$ cat src/rtl/adder_arbiter_8bits.sv
// Two-requester arbiter sharing one registered 8-bit adder (IDLE -> EXEC -> DONE, 3 cycles/op).
// Define ADDER_ARB_STATS_EN to add saturating Arb_ops / Arb_ovf completion counters.
module adder_arbiter_8bits #(
    parameter int ARB_MODE = 0
) (
    input  logic       Arb_clk,
    input  logic       Arb_rst,
    input  logic       Arb_req0,
    input  logic       Arb_req1,
    input  logic [7:0] Arb_in1_0,
    input  logic [7:0] Arb_in2_0,
    input  logic [7:0] Arb_in1_1,
    input  logic [7:0] Arb_in2_1,
    input  logic       Arb_cin_0,
    input  logic       Arb_cin_1,
    output logic [1:0] Arb_grant,
    output logic       Arb_done0,
    output logic       Arb_done1,
    output logic [7:0] Arb_sum,
    output logic       Arb_cout,
    output logic       Arb_busy
`ifdef ADDER_ARB_STATS_EN
    ,
    output logic [7:0] Arb_ops,
    output logic [7:0] Arb_ovf
`endif
);

    typedef enum logic [1:0] {
        IDLE = 2'd0,
        EXEC = 2'd1,
        DONE = 2'd2
    } state_t;

    state_t     state_q, state_d;
    logic [1:0] grant_q, grant_d;
    logic       last_q, last_d;
    logic       done0_q, done0_d;
    logic       done1_q, done1_d;
    logic [7:0] sum_q, sum_d;
    logic       cout_q, cout_d;
    logic [7:0] opa_q, opa_d;
    logic [7:0] opb_q, opb_d;
    logic       opc_q, opc_d;
    logic       win1;

    // last_q holds the index of the requester served most recently
    always_comb begin
        if (ARB_MODE == 1) begin
            win1 = !Arb_req0;
        end else if (Arb_req0 && Arb_req1) begin
            win1 = !last_q;
        end else begin
            win1 = !Arb_req0;
        end
    end

    always_comb begin
        state_d = state_q;
        grant_d = grant_q;
        last_d  = last_q;
        done0_d = 1'b0;
        done1_d = 1'b0;
        sum_d   = sum_q;
        cout_d  = cout_q;
        opa_d   = opa_q;
        opb_d   = opb_q;
        opc_d   = opc_q;
        case (state_q)
            IDLE: begin
                if (Arb_req0 || Arb_req1) begin
                    state_d = EXEC;
                    grant_d = win1 ? 2'b10 : 2'b01;
                    opa_d   = win1 ? Arb_in1_1 : Arb_in1_0;
                    opb_d   = win1 ? Arb_in2_1 : Arb_in2_0;
                    opc_d   = win1 ? Arb_cin_1 : Arb_cin_0;
                end
            end
            EXEC: begin
                {cout_d, sum_d} = {1'b0, opa_q} + {1'b0, opb_q} + {8'd0, opc_q};
                state_d         = DONE;
            end
            DONE: begin
                // done is registered here, so it is visible in the cycle after leaving DONE
                done0_d = grant_q[0];
                done1_d = grant_q[1];
                last_d  = grant_q[1];
                grant_d = 2'b00;
                state_d = IDLE;
            end
            default: state_d = IDLE;
        endcase
    end

    always_ff @(posedge Arb_clk or posedge Arb_rst) begin
        if (Arb_rst) begin
            state_q <= IDLE;
            grant_q <= 2'b00;
            last_q  <= 1'b1;
            done0_q <= 1'b0;
            done1_q <= 1'b0;
            sum_q   <= 8'd0;
            cout_q  <= 1'b0;
        end else begin
            state_q <= state_d;
            grant_q <= grant_d;
            last_q  <= last_d;
            done0_q <= done0_d;
            done1_q <= done1_d;
            sum_q   <= sum_d;
            cout_q  <= cout_d;
        end
    end

    always_ff @(posedge Arb_clk) begin
        opa_q <= opa_d;
        opb_q <= opb_d;
        opc_q <= opc_d;
    end

    assign Arb_grant = grant_q;
    assign Arb_done0 = done0_q;
    assign Arb_done1 = done1_q;
    assign Arb_sum   = sum_q;
    assign Arb_cout  = cout_q;
    assign Arb_busy  = (state_q != IDLE);

`ifdef ADDER_ARB_STATS_EN
    logic [7:0] ops_q, ops_d;
    logic [7:0] ovf_q, ovf_d;

    always_comb begin
        ops_d = ops_q;
        ovf_d = ovf_q;
        if (done0_d || done1_d) begin
            if (ops_q != 8'hFF) ops_d = ops_q + 8'd1;
            if (cout_q && (ovf_q != 8'hFF)) ovf_d = ovf_q + 8'd1;
        end
    end

    always_ff @(posedge Arb_clk or posedge Arb_rst) begin
        if (Arb_rst) begin
            ops_q <= 8'd0;
            ovf_q <= 8'd0;
        end else begin
            ops_q <= ops_d;
            ovf_q <= ovf_d;
        end
    end

    assign Arb_ops = ops_q;
    assign Arb_ovf = ovf_q;
`endif

endmodule

$ cat config.mk
export PLATFORM = sky130hd
export DESIGN_NAME = adder_arbiter_8bits
export DESIGN_NICKNAME = d
export VERILOG_FILES = /design/src/rtl/adder_arbiter_8bits.sv
export SDC_FILE = /design/constraint.sdc
export NUM_CORES = 1
export LEC_CHECK = 0
export CORE_MARGIN = 1.5
export CORE_UTILIZATION = 50
export DETAILED_ROUTE_END_ITERATION = 6
export PLACE_DENSITY = 0.92
export SYNTH_ARGS = -nofsm -noshare
export SYNTH_HDL_FRONTEND = slang
export SYNTH_SLANG_ARGS = --single-unit
$ cat constraint.sdc
create_clock -name Arb_clk -period 5.8 [get_ports Arb_clk]
set_clock_uncertainty 0.1 [all_clocks]
set_input_delay 1.16 -clock Arb_clk [delete_from_list [all_inputs] [get_ports Arb_clk]]
set_output_delay 1.16 -clock Arb_clk [all_outputs]
set_load 0.1 [all_outputs]
==> impl_metrics.py, run 1 <==
metrics = {
    "cts": {
        "ctsHtreeMaxLevel": 2,
        "clock_sinks": 33,
        "clk_pin_slew_ps": 110,
        "post_cts_buffers": 0,
        "root_buffer": "clkbuf_4",
        "cts-buffers-inserted": 5,
        "clk_latency_ps": 350,
        "clock_path_buffers": 2,
        "cts_tree": "built",
        "hold_buffers": 0,
        "cts_resized": 0,
    },
    "placed_design": {
        "dpl.hpwl_mm": 2.73,
        "dp_cells": 231,
        "dp_slack_ps": 2390,
        "routabilityCongestion": 0.841,
        "post_dp_cell_area_um2": 2280,
        "port-buffer-count": 51,
    },
    "floorplanning": {
        "die_width_um": 62.0,
        "fp-row-count": 21,
        "ios": 52,
        "start_util": 0.522,
        "die_h_um": 62.0,
        "fp.dieArea_um2": 3850,
        "core_um2": 3340,
    },
    "critical_path": {
        "endpoint_kind": "output pin",
        "cp.required_ps": 4540,
        "worstPathArrival_ps": 2160,
        "worstSetupStartpoint": "state_q[0]$_DFFE_PP0P_",
        "r2r-start": "opa_q[0]$_DFFE_PP_",
        "start_kind": "flop",
        "worstPathMaxFanout": 7,
        "critPathKind": "flop to output pin",
    },
    "layout": {
        "final_core_util": 0.712,
        "final_area_um2": 2380,
        "fillers": 235,
        "antennaDiodeCount": 0,
        "num-nets-final": 239,
        "drive_above_1_share": 0.176,
        "stdcell_count": 239,
        "syn_to_final_growth_pct": 36.5,
    },
    "timing": {
        "whs_ps": 388,
        "fin_ws_ps": 2380,
        "fin_setup_tns_ps": 0,
        "period_minus_slack_ps": 3420,
        "finalCritPeriodShare": 0.589,
        "hold_viol_final": 0,
        "setup_viol": 0,
        "drv_slew": 0,
        "rsz0062_at_grt": "false",
        "worstMarginPinSlew_ps": 973,
        "max_freq_mhz": 293,
        "relSlewSlack": 0.349,
    },
    "logic_synthesis": {
        "syn_area_um2": 1740,
        "synth.distinct_cells": 32,
        "ys_seq_elements": 33,
        "synth_top_area_cell": "edfxtp_1",
        "async_flop_share": 0.485,
        "synth-seq-area-share": 0.524,
        "avgSynthCellArea_um2": 12.8,
        "netlist_instances": 136,
        "synth_flop_cell": "edfxtp_1",
        "synth-edff-count": 17,
        "synth_nets": 183,
        "synth_area_leaders": "edfxtp_1 29%, dfrtp_1 22%, mux2_4 7.8%",
        "yosysTopAreaCellShare": 0.293,
        "yosysWarnings": 0,
    },
    "hold_path": {
        "hold_path_startpoint": "Arb_sum[0]$_DFFE_PP0N_",
        "hold_class": "flop to flop",
    },
    "global_route": {
        "grt_pass1_wl_mm": 5.61,
        "grt_pass1_vias": 1273,
        "track_usage": 0.210,
        "grt-ovfl-total": 0,
        "grt_max_degree": 19,
        "antenna_found_initial": 0,
    },
    "pwr": {
        "swShare": 0.498,
        "pwr-share-clk": 0.128,
        "p_switching_uw": 729,
        "power_frac_seq": 0.287,
        "intPower_uw": 734,
        "p_per_area_nw_per_um2": 615,
        "p_leak_nw": 0.975,
        "p_comb_frac": 0.586,
        "power_mw": 1.46,
        "ir_drop_uv": 285,
    },
    "routing": {
        "dr.pass1.iters": 4,
        "finalWirelength_mm": 3.56,
        "viasPerCell": 5.17,
        "wl_per_cell_um": 14.9,
        "ant_nets": 0,
        "drt_first_iter_violations": 32,
        "post-route-drc-count": 0,
        "vias": 1236,
    },
    "status": {
        "status": "finished clean",
    },
    "run": {
        "cap_viol_max_count": 0,
    },
}
==> layout make-up <==
type | count | area [µm²] | share of cell area
flip-flops and latches | 33 | 912 | 0.384
well taps | 46 | 57.6 | 0.0242
repair buffers | 51 | 510 | 0.215
clock inverters | 1 | 8.76 | 0.00368
clock buffers | 7 | 87.6 | 0.0368
inverters | 3 | 11.3 | 0.00474
multi-input cells | 98 | 790 | 0.332
==> power groups by stage <==
stage	clock network (mW)	registers, mW	logic, mW
global route	0.201	0.431	0.913
detailed placement	0	0.426	0.852
floorplan	0	0.707	0.375
global placement	0	0.417	0.826
finish	0.187	0.419	0.857
CTS	0.189	0.421	0.857
==> path summary, 6_finish.rpt <==
kind / end / slack [ps] / cells past startpoint
max: Arb_busy / 2380 / 2
min: Arb_sum[0]$_DFFE_PP0N_ / 390 / 2
max reg2reg: Arb_sum[6]$_DFFE_PP0N_ / 3440 / 6
min reg2reg: Arb_sum[0]$_DFFE_PP0N_ / 390 / 2
max in group asynchronous: Arb_sum[4]$_DFFE_PP0N_ / 4170 / 2
min in group asynchronous: state_q[0]$_DFFE_PP0P_ / 1060 / 2
==> worst max-delay path: stages (launching register included) <==
cell	delay [ps]
dfrtp_1	470
or2_2	200
clkdlybuf4s50_1	1140
==> cell usage in the layout, fill, tap and decap left out, types with 2 or more instances in the layout <==
cell | Yosys | routed
mux2_2 | 9 | 9
a21o_1 | 3 | 3
clkdlybuf4s50_1 | 0 | 51
a211oi_1 | 4 | 4
and2_1 | 2 | 2
ha_1 | 7 | 7
dfrtp_1 | 15 | 15
o21ai_1 | 2 | 2
nor2_1 | 8 | 7
mux2i_1 | 3 | 3
mux2_4 | 9 | 9
inv_2 | 2 | 2
clkbuf_4 | 0 | 5
o21ai_0 | 13 | 13
clkbuf_16 | 0 | 2
nand2_1 | 17 | 17
xnor2_1 | 4 | 4
a21oi_1 | 4 | 4
edfxtp_1 | 17 | 17
fa_1 | 2 | 2
==> cells in the mapped netlist, types with 2 or more instances <==
cell type / number
mux2i_1: 3
xnor2_1: 4
edfxtp_1: 17
inv_2: 2
nor2_1: 8
fa_1: 2
a21o_1: 3
o21ai_0: 13
and2_1: 2
mux2_2: 9
a21oi_1: 4
o21ai_1: 2
dfrtp_1: 15
nand2_1: 17
a211oi_1: 4
mux2_4: 9
ha_1: 7
==> state kept, by name, summed over array words and instances (netlist names) <==
signal     flops
Arb_done1      1
Arb_cout       1
state_q        2
Arb_done0      1
Arb_grant      2
last_q         1
opa_q          8
opb_q          8
Arb_sum        8
opc_q          1
==> metal layers <==
layer,part of all wire,GRT usage,wire length [µm],vias to the layer above
li1,-,-,-,606
met1,0.39,0.240,1370,581
met2,0.55,0.368,1940,42
met3,0.051,0.0621,182,7
met4,0.017,0.0821,59,0
met5,0,0,0,-
==> cell families (layout without fill, tap and decap cells) <==
| family | Yosys count | in the layout | share of synthesized area |
|---|---|---|---|
| DFF | 33 | 33 | 0.524 |
| AOI/OAI and AO/OA | 32 | 32 | 0.124 |
| and+or+nand+nor | 31 | 31 | 0.0762 |
| muxes | 21 | 21 | 0.153 |
| adders and majority gates | 9 | 9 | 0.0733 |
| xor gates and xnor gates | 5 | 5 | 0.0251 |
| buffers and inverters | 5 | 62 | 0.0244 |
Power figures use the tool's default switching activity.
==> run 2: changes to the inputs <==
CORE_UTILIZATION = 47   (was 50)
PLACE_DENSITY = 0.88   (was 0.92)
clock period = 3.6 ns   (was 5.8 ns; I/O delays follow)
==> run 2 against run 1 <==
Against the previous run: cell area increased by 0.63%; critical endpoint is now Arb_grant[0]; largest cell class unchanged; sequential power is 62% higher; register-to-register slack worse by 2200 ps.
==> impl_metrics.py, run 2 (synthesis results as in run 1) <==
metrics = {
    "status": {
        "status": "finished clean",
    },
    "hold_path": {
        "hold_class": "flop to flop",
    },
    "floorplanning": {
        "start_util": 0.506,
        "fp-row-count": 21,
        "ios": 52,
        "die_width_um": 63.9,
        "fp.dieArea_um2": 4080,
        "core_um2": 3440,
        "die_h_um": 63.9,
    },
    "cts": {
        "post_cts_buffers": 0,
        "cts_resized": 0,
        "cts-buffers-inserted": 5,
        "hold_buffers": 0,
        "clk_pin_slew_ps": 70,
        "cts_tree": "built",
        "root_buffer": "clkbuf_8",
        "clock_sinks": 33,
        "clk_latency_ps": 290,
        "clock_path_buffers": 2,
        "ctsHtreeMaxLevel": 2,
    },
    "timing": {
        "fin_setup_tns_ps": 0,
        "relSlewSlack": 0.336,
        "setup_viol": 0,
        "hold_viol_final": 0,
        "worstMarginPinSlew_ps": 993,
        "rsz0062_at_grt": "false",
        "finalCritPeriodShare": 0.754,
        "drv_slew": 0,
        "period_minus_slack_ps": 2710,
        "max_freq_mhz": 368,
    },
    "run": {
        "cap_viol_max_count": 0,
    },
    "critical_path": {
        "endpoint_kind": "output pin",
        "crit_path_top_delay_cell": "clkdlybuf4s50_1",
        "crit_family": "buffers and inverters",
        "worstPathArrival_ps": 1890,
        "cpPeakStageDelay_ps": 1180,
        "cp_num_buf_inv": 1,
        "cp.required_ps": 2780,
        "worstPathMaxFanout": 4,
        "path_cells": "clkdlybuf4s50_1",
        "critPathKind": "flop to output pin",
        "start_kind": "flop",
    },
    "routing": {
        "wl_per_cell_um": 14.1,
        "finalWirelength_mm": 3.38,
        "dr.pass1.iters": 4,
        "post-route-drc-count": 0,
        "viasPerCell": 5.23,
        "ant_nets": 0,
        "drt_first_iter_violations": 89,
        "vias": 1254,
    },
    "placed_design": {
        "routabilityCongestion": 0.793,
        "dp_cells": 232,
        "dpl.hpwl_mm": 2.60,
        "port-buffer-count": 51,
    },
    "layout": {
        "drive_above_1_share": 0.180,
        "layout_commonest_cell": "clkdlybuf4s50_1",
        "antennaDiodeCount": 0,
        "num-nets-final": 240,
        "stdcell_count": 240,
        "final_cell_mix": "50 x clkdlybuf4s50_1, 17 x nand2_1, 17 x edfxtp_1, 15 x dfrtp_1, 13 x o21ai_0",
        "syn_to_final_growth_pct": 37.4,
    },
    "global_route": {
        "antenna_found_initial": 0,
        "grt_pass1_wl_mm": 5.59,
        "grt_max_degree": 19,
        "track_usage": 0.180,
        "use_met1": 0.223,
        "grt_pass1_vias": 1228,
        "grt_util_met3": 0.0475,
        "use_met2": 0.296,
        "grt-ovfl-total": 0,
        "top_usage_layer": "met2",
    },
    "pwr": {
        "power_mw": 2.39,
        "p_per_area_nw_per_um2": 997,
        "ir_drop_uv": 458,
        "p_leak_nw": 0.986,
    },
}
## run 2: worst min-delay path: cells and delay by family (launching register included)
kind | cells | cell delay, ps
AOI/OAI and AO/OA | 1 | 60
DFF | 1 | 340
and+or+nand+nor | 1 | 50
## run 2: report_power, final
part / leakage, nW / switching, mW / total, mW / internal [mW]
clock network: 0.0569 / 0.144 / 0.324 / 0.180
registers: 0.359 / 0.0978 / 0.677 / 0.579
logic: 0.570 / 0.940 / 1.38 / 0.444
total: 0.986 / 1.18 / 2.39 / 1.20
## run 2: metal layers
layer / wire, µm / part of all wire
met1: 1430 / 0.42
met2: 1730 / 0.51
met3: 170 / 0.050
met4: 52 / 0.015
met5: 0 / 0
## run 2: per-stage QoR
stage	cell area (µm²)	setup slack [ps]	hold slack (ps)	utilization
after floorplan	1740	1330	386	-
after global placement	2280	1040	360	0.663
after detailed placement	2280	989	377	0.663
after CTS	2390	867	393	0.695
after global routing	2390	845	424	0.695
final	2390	885	388	0.695
## run 2: final timing paths
check	to	cells past startpoint	start	slack [ps]
max reg2reg	Arb_sum[6]$_DFFE_PP0N_	6	opa_q[0]$_DFFE_PP_	1260
min in group asynchronous	Arb_sum[5]$_DFFE_PP0N_	2	Arb_rst	700
min reg2reg	Arb_sum[2]$_DFFE_PP0N_	2	Arb_sum[2]$_DFFE_PP0N_	390
max	Arb_grant[0]	1	Arb_grant[0]$_DFFE_PP0P_	890
max in group asynchronous	Arb_sum[7]$_DFFE_PP0N_	2	Arb_rst	2320
min	Arb_sum[2]$_DFFE_PP0N_	2	Arb_sum[2]$_DFFE_PP0N_	390
## run 2: cell type report
cell class	count	area, µm²
fill	261	1050
clock buffer	6	93.8
timing repair buffer	52	515
tap	46	57.6
multi-input combinational	98	787
inverter	3	11.3
clock inverter	2	15.0
sequential	33	912
==> run 3: changes to the inputs <==
clock period = 2.62 ns   (was 3.6 ns; I/O delays follow)
==> run 3 against run 2 <==
Against the previous run: via count down 1.4%; total power rose by 38%; non-clock buffer count up 1; hold slack got worse by 6.5 ps; first-iteration DRC count decreased by 48%; final cell count grew 0.42%; register-to-register slack got worse by 950 ps; sequential power is 37% higher; count of clock-buffer cells in the layout rose by 1; clock power is 50% higher; largest cell class unchanged; highest routed layer unchanged.
==> impl_metrics.py, run 3 (synthesis results as in run 1) <==
metrics = {
    "cts": {
        "clk_latency_ps": 280,
        "cts_resized": 0,
        "hold_buffers": 0,
        "clock_path_buffers": 2,
        "clock_sinks": 33,
        "root_buffer": "clkbuf_8",
        "ctsHtreeMaxLevel": 2,
        "clk_pin_slew_ps": 70,
        "cts_tree": "built",
        "cts-buffers-inserted": 5,
        "post_cts_buffers": 0,
    },
    "placed_design": {
        "dpl.hpwl_mm": 2.73,
        "port-buffer-count": 51,
        "dp_cells": 233,
        "routabilityCongestion": 0.769,
    },
    "routing": {
        "drt_first_iter_violations": 46,
        "dr.pass1.iters": 4,
        "vias": 1237,
        "finalWirelength_mm": 3.47,
        "post-route-drc-count": 0,
        "ant_nets": 0,
        "viasPerCell": 5.13,
        "wl_per_cell_um": 14.4,
    },
    "critical_path": {
        "endpoint_kind": "flop",
        "critPathKind": "flop to flop",
        "worstSetupStartpoint": "opa_q[0]$_DFFE_PP_",
        "worstPathMaxFanout": 3,
        "worstPathArrival_ps": 2360,
        "cp.required_ps": 2670,
        "r2r-start": "opa_q[0]$_DFFE_PP_",
        "start_kind": "flop",
    },
    "pwr": {
        "power_frac_seq": 0.282,
        "ir_drop_uv": 439,
        "intPower_mw": 1.69,
        "p_per_area_nw_per_um2": 1390,
        "p_leak_nw": 1.01,
        "swShare": 0.488,
        "p_switching_mw": 1.61,
        "p_comb_frac": 0.571,
        "power_mw": 3.30,
        "pwr-share-clk": 0.147,
    },
    "floorplanning": {
        "start_util": 0.506,
        "fp-row-count": 21,
        "die_h_um": 63.9,
        "die_width_um": 63.9,
        "fp.dieArea_um2": 4080,
        "ios": 52,
        "core_um2": 3440,
    },
    "run": {
        "cap_viol_max_count": 0,
    },
    "layout": {
        "drive_above_1_share": 0.246,
        "num-nets-final": 241,
        "stdcell_count": 241,
        "layout_commonest_cell": "clkdlybuf4s50_1",
        "final_cell_mix": "37 x clkdlybuf4s50_1, 17 x nand2_1, 17 x edfxtp_1, 16 x buf_4, 15 x dfrtp_1",
        "syn_to_final_growth_pct": 36.4,
        "fillers": 264,
        "antennaDiodeCount": 0,
    },
    "timing": {
        "max_freq_mhz": 433,
        "rsz0062_at_grt": "false",
        "fin_setup_tns_ps": 0,
        "hold_viol_final": 0,
        "drv_slew": 0,
        "worstMarginPinSlew_ps": 573,
        "setup_viol": 0,
        "relSlewSlack": 0.618,
        "finalCritPeriodShare": 0.882,
        "period_minus_slack_ps": 2310,
    },
    "hold_path": {
        "hold_path_startpoint": "Arb_sum[1]$_DFFE_PP0N_",
        "hold_class": "flop to flop",
    },
    "global_route": {
        "use_met1": 0.198,
        "track_usage": 0.176,
        "grt_pass1_wl_mm": 5.50,
        "grt_util_met3": 0.0387,
        "grt_pass1_vias": 1239,
        "grt-ovfl-total": 0,
        "top_usage_layer": "met2",
        "antenna_found_initial": 0,
        "grt_max_degree": 18,
        "use_met2": 0.324,
    },
    "status": {
        "status": "finished clean",
    },
}
==> run 3: worst paths after layout <==
kind | to | slack, ps | cells after the start
min in group asynchronous | Arb_sum[0]$_DFFE_PP0N_ | 520 | 2
min reg2reg | Arb_sum[1]$_DFFE_PP0N_ | 380 | 2
min | Arb_sum[1]$_DFFE_PP0N_ | 380 | 2
max reg2reg | Arb_sum[6]$_DFFE_PP0N_ | 310 | 6
max | Arb_sum[6]$_DFFE_PP0N_ | 310 | 6
max in group asynchronous | Arb_sum[5]$_DFFE_PP0N_ | 1520 | 2
==> run 3: critical path, cell delays in order, from the launching register on <==
cell	delay, ps
edfxtp_1	410
fa_1	510
fa_1	450
a211oi_1	320
o21bai_1	160
mux2i_1	170
o21ai_1	70
==> run 3: area by class of cell <==
type,instances,area (µm²),share of cell area
clock buffers,7,86.3,0.0364
clock inverters,1,30.0,0.0126
inverters,3,11.3,0.00474
multi-input cells,98,787,0.331
flip-flops and latches,33,912,0.384
well taps,46,57.6,0.0242
repair buffers,53,490,0.207
==> run 3: stage by stage <==
step | setup WS [ps] | cell area, µm² | hold WS, ps | util
global route | 216 | 2370 | 409 | 0.690
detailed placement | 338 | 2260 | 376 | 0.656
floorplan | 345 | 1740 | 337 | -
global placement | 397 | 2260 | 361 | 0.656
finish | 309 | 2370 | 381 | 0.690
CTS | 323 | 2370 | 390 | 0.690
==> run 3: layer usage <==
| metal | share of wire | vias up |
|---|---|---|
| li1 | - | 608 |
| met1 | 0.41 | 587 |
| met2 | 0.53 | 37 |
| met3 | 0.048 | 5 |
| met4 | 0.013 | 0 |
| met5 | 0 | - |
==> run 3: power groups by stage <==
stage                     registers [mW]  logic, mW  clock network, mW
final                              0.930       1.88              0.485
after global routing               0.956       1.99              0.514
after CTS                          0.932       1.88              0.485
after detailed placement           0.938       1.87                  0
after global placement             0.923       1.81                  0
after floorplan                     1.57      0.831                  0
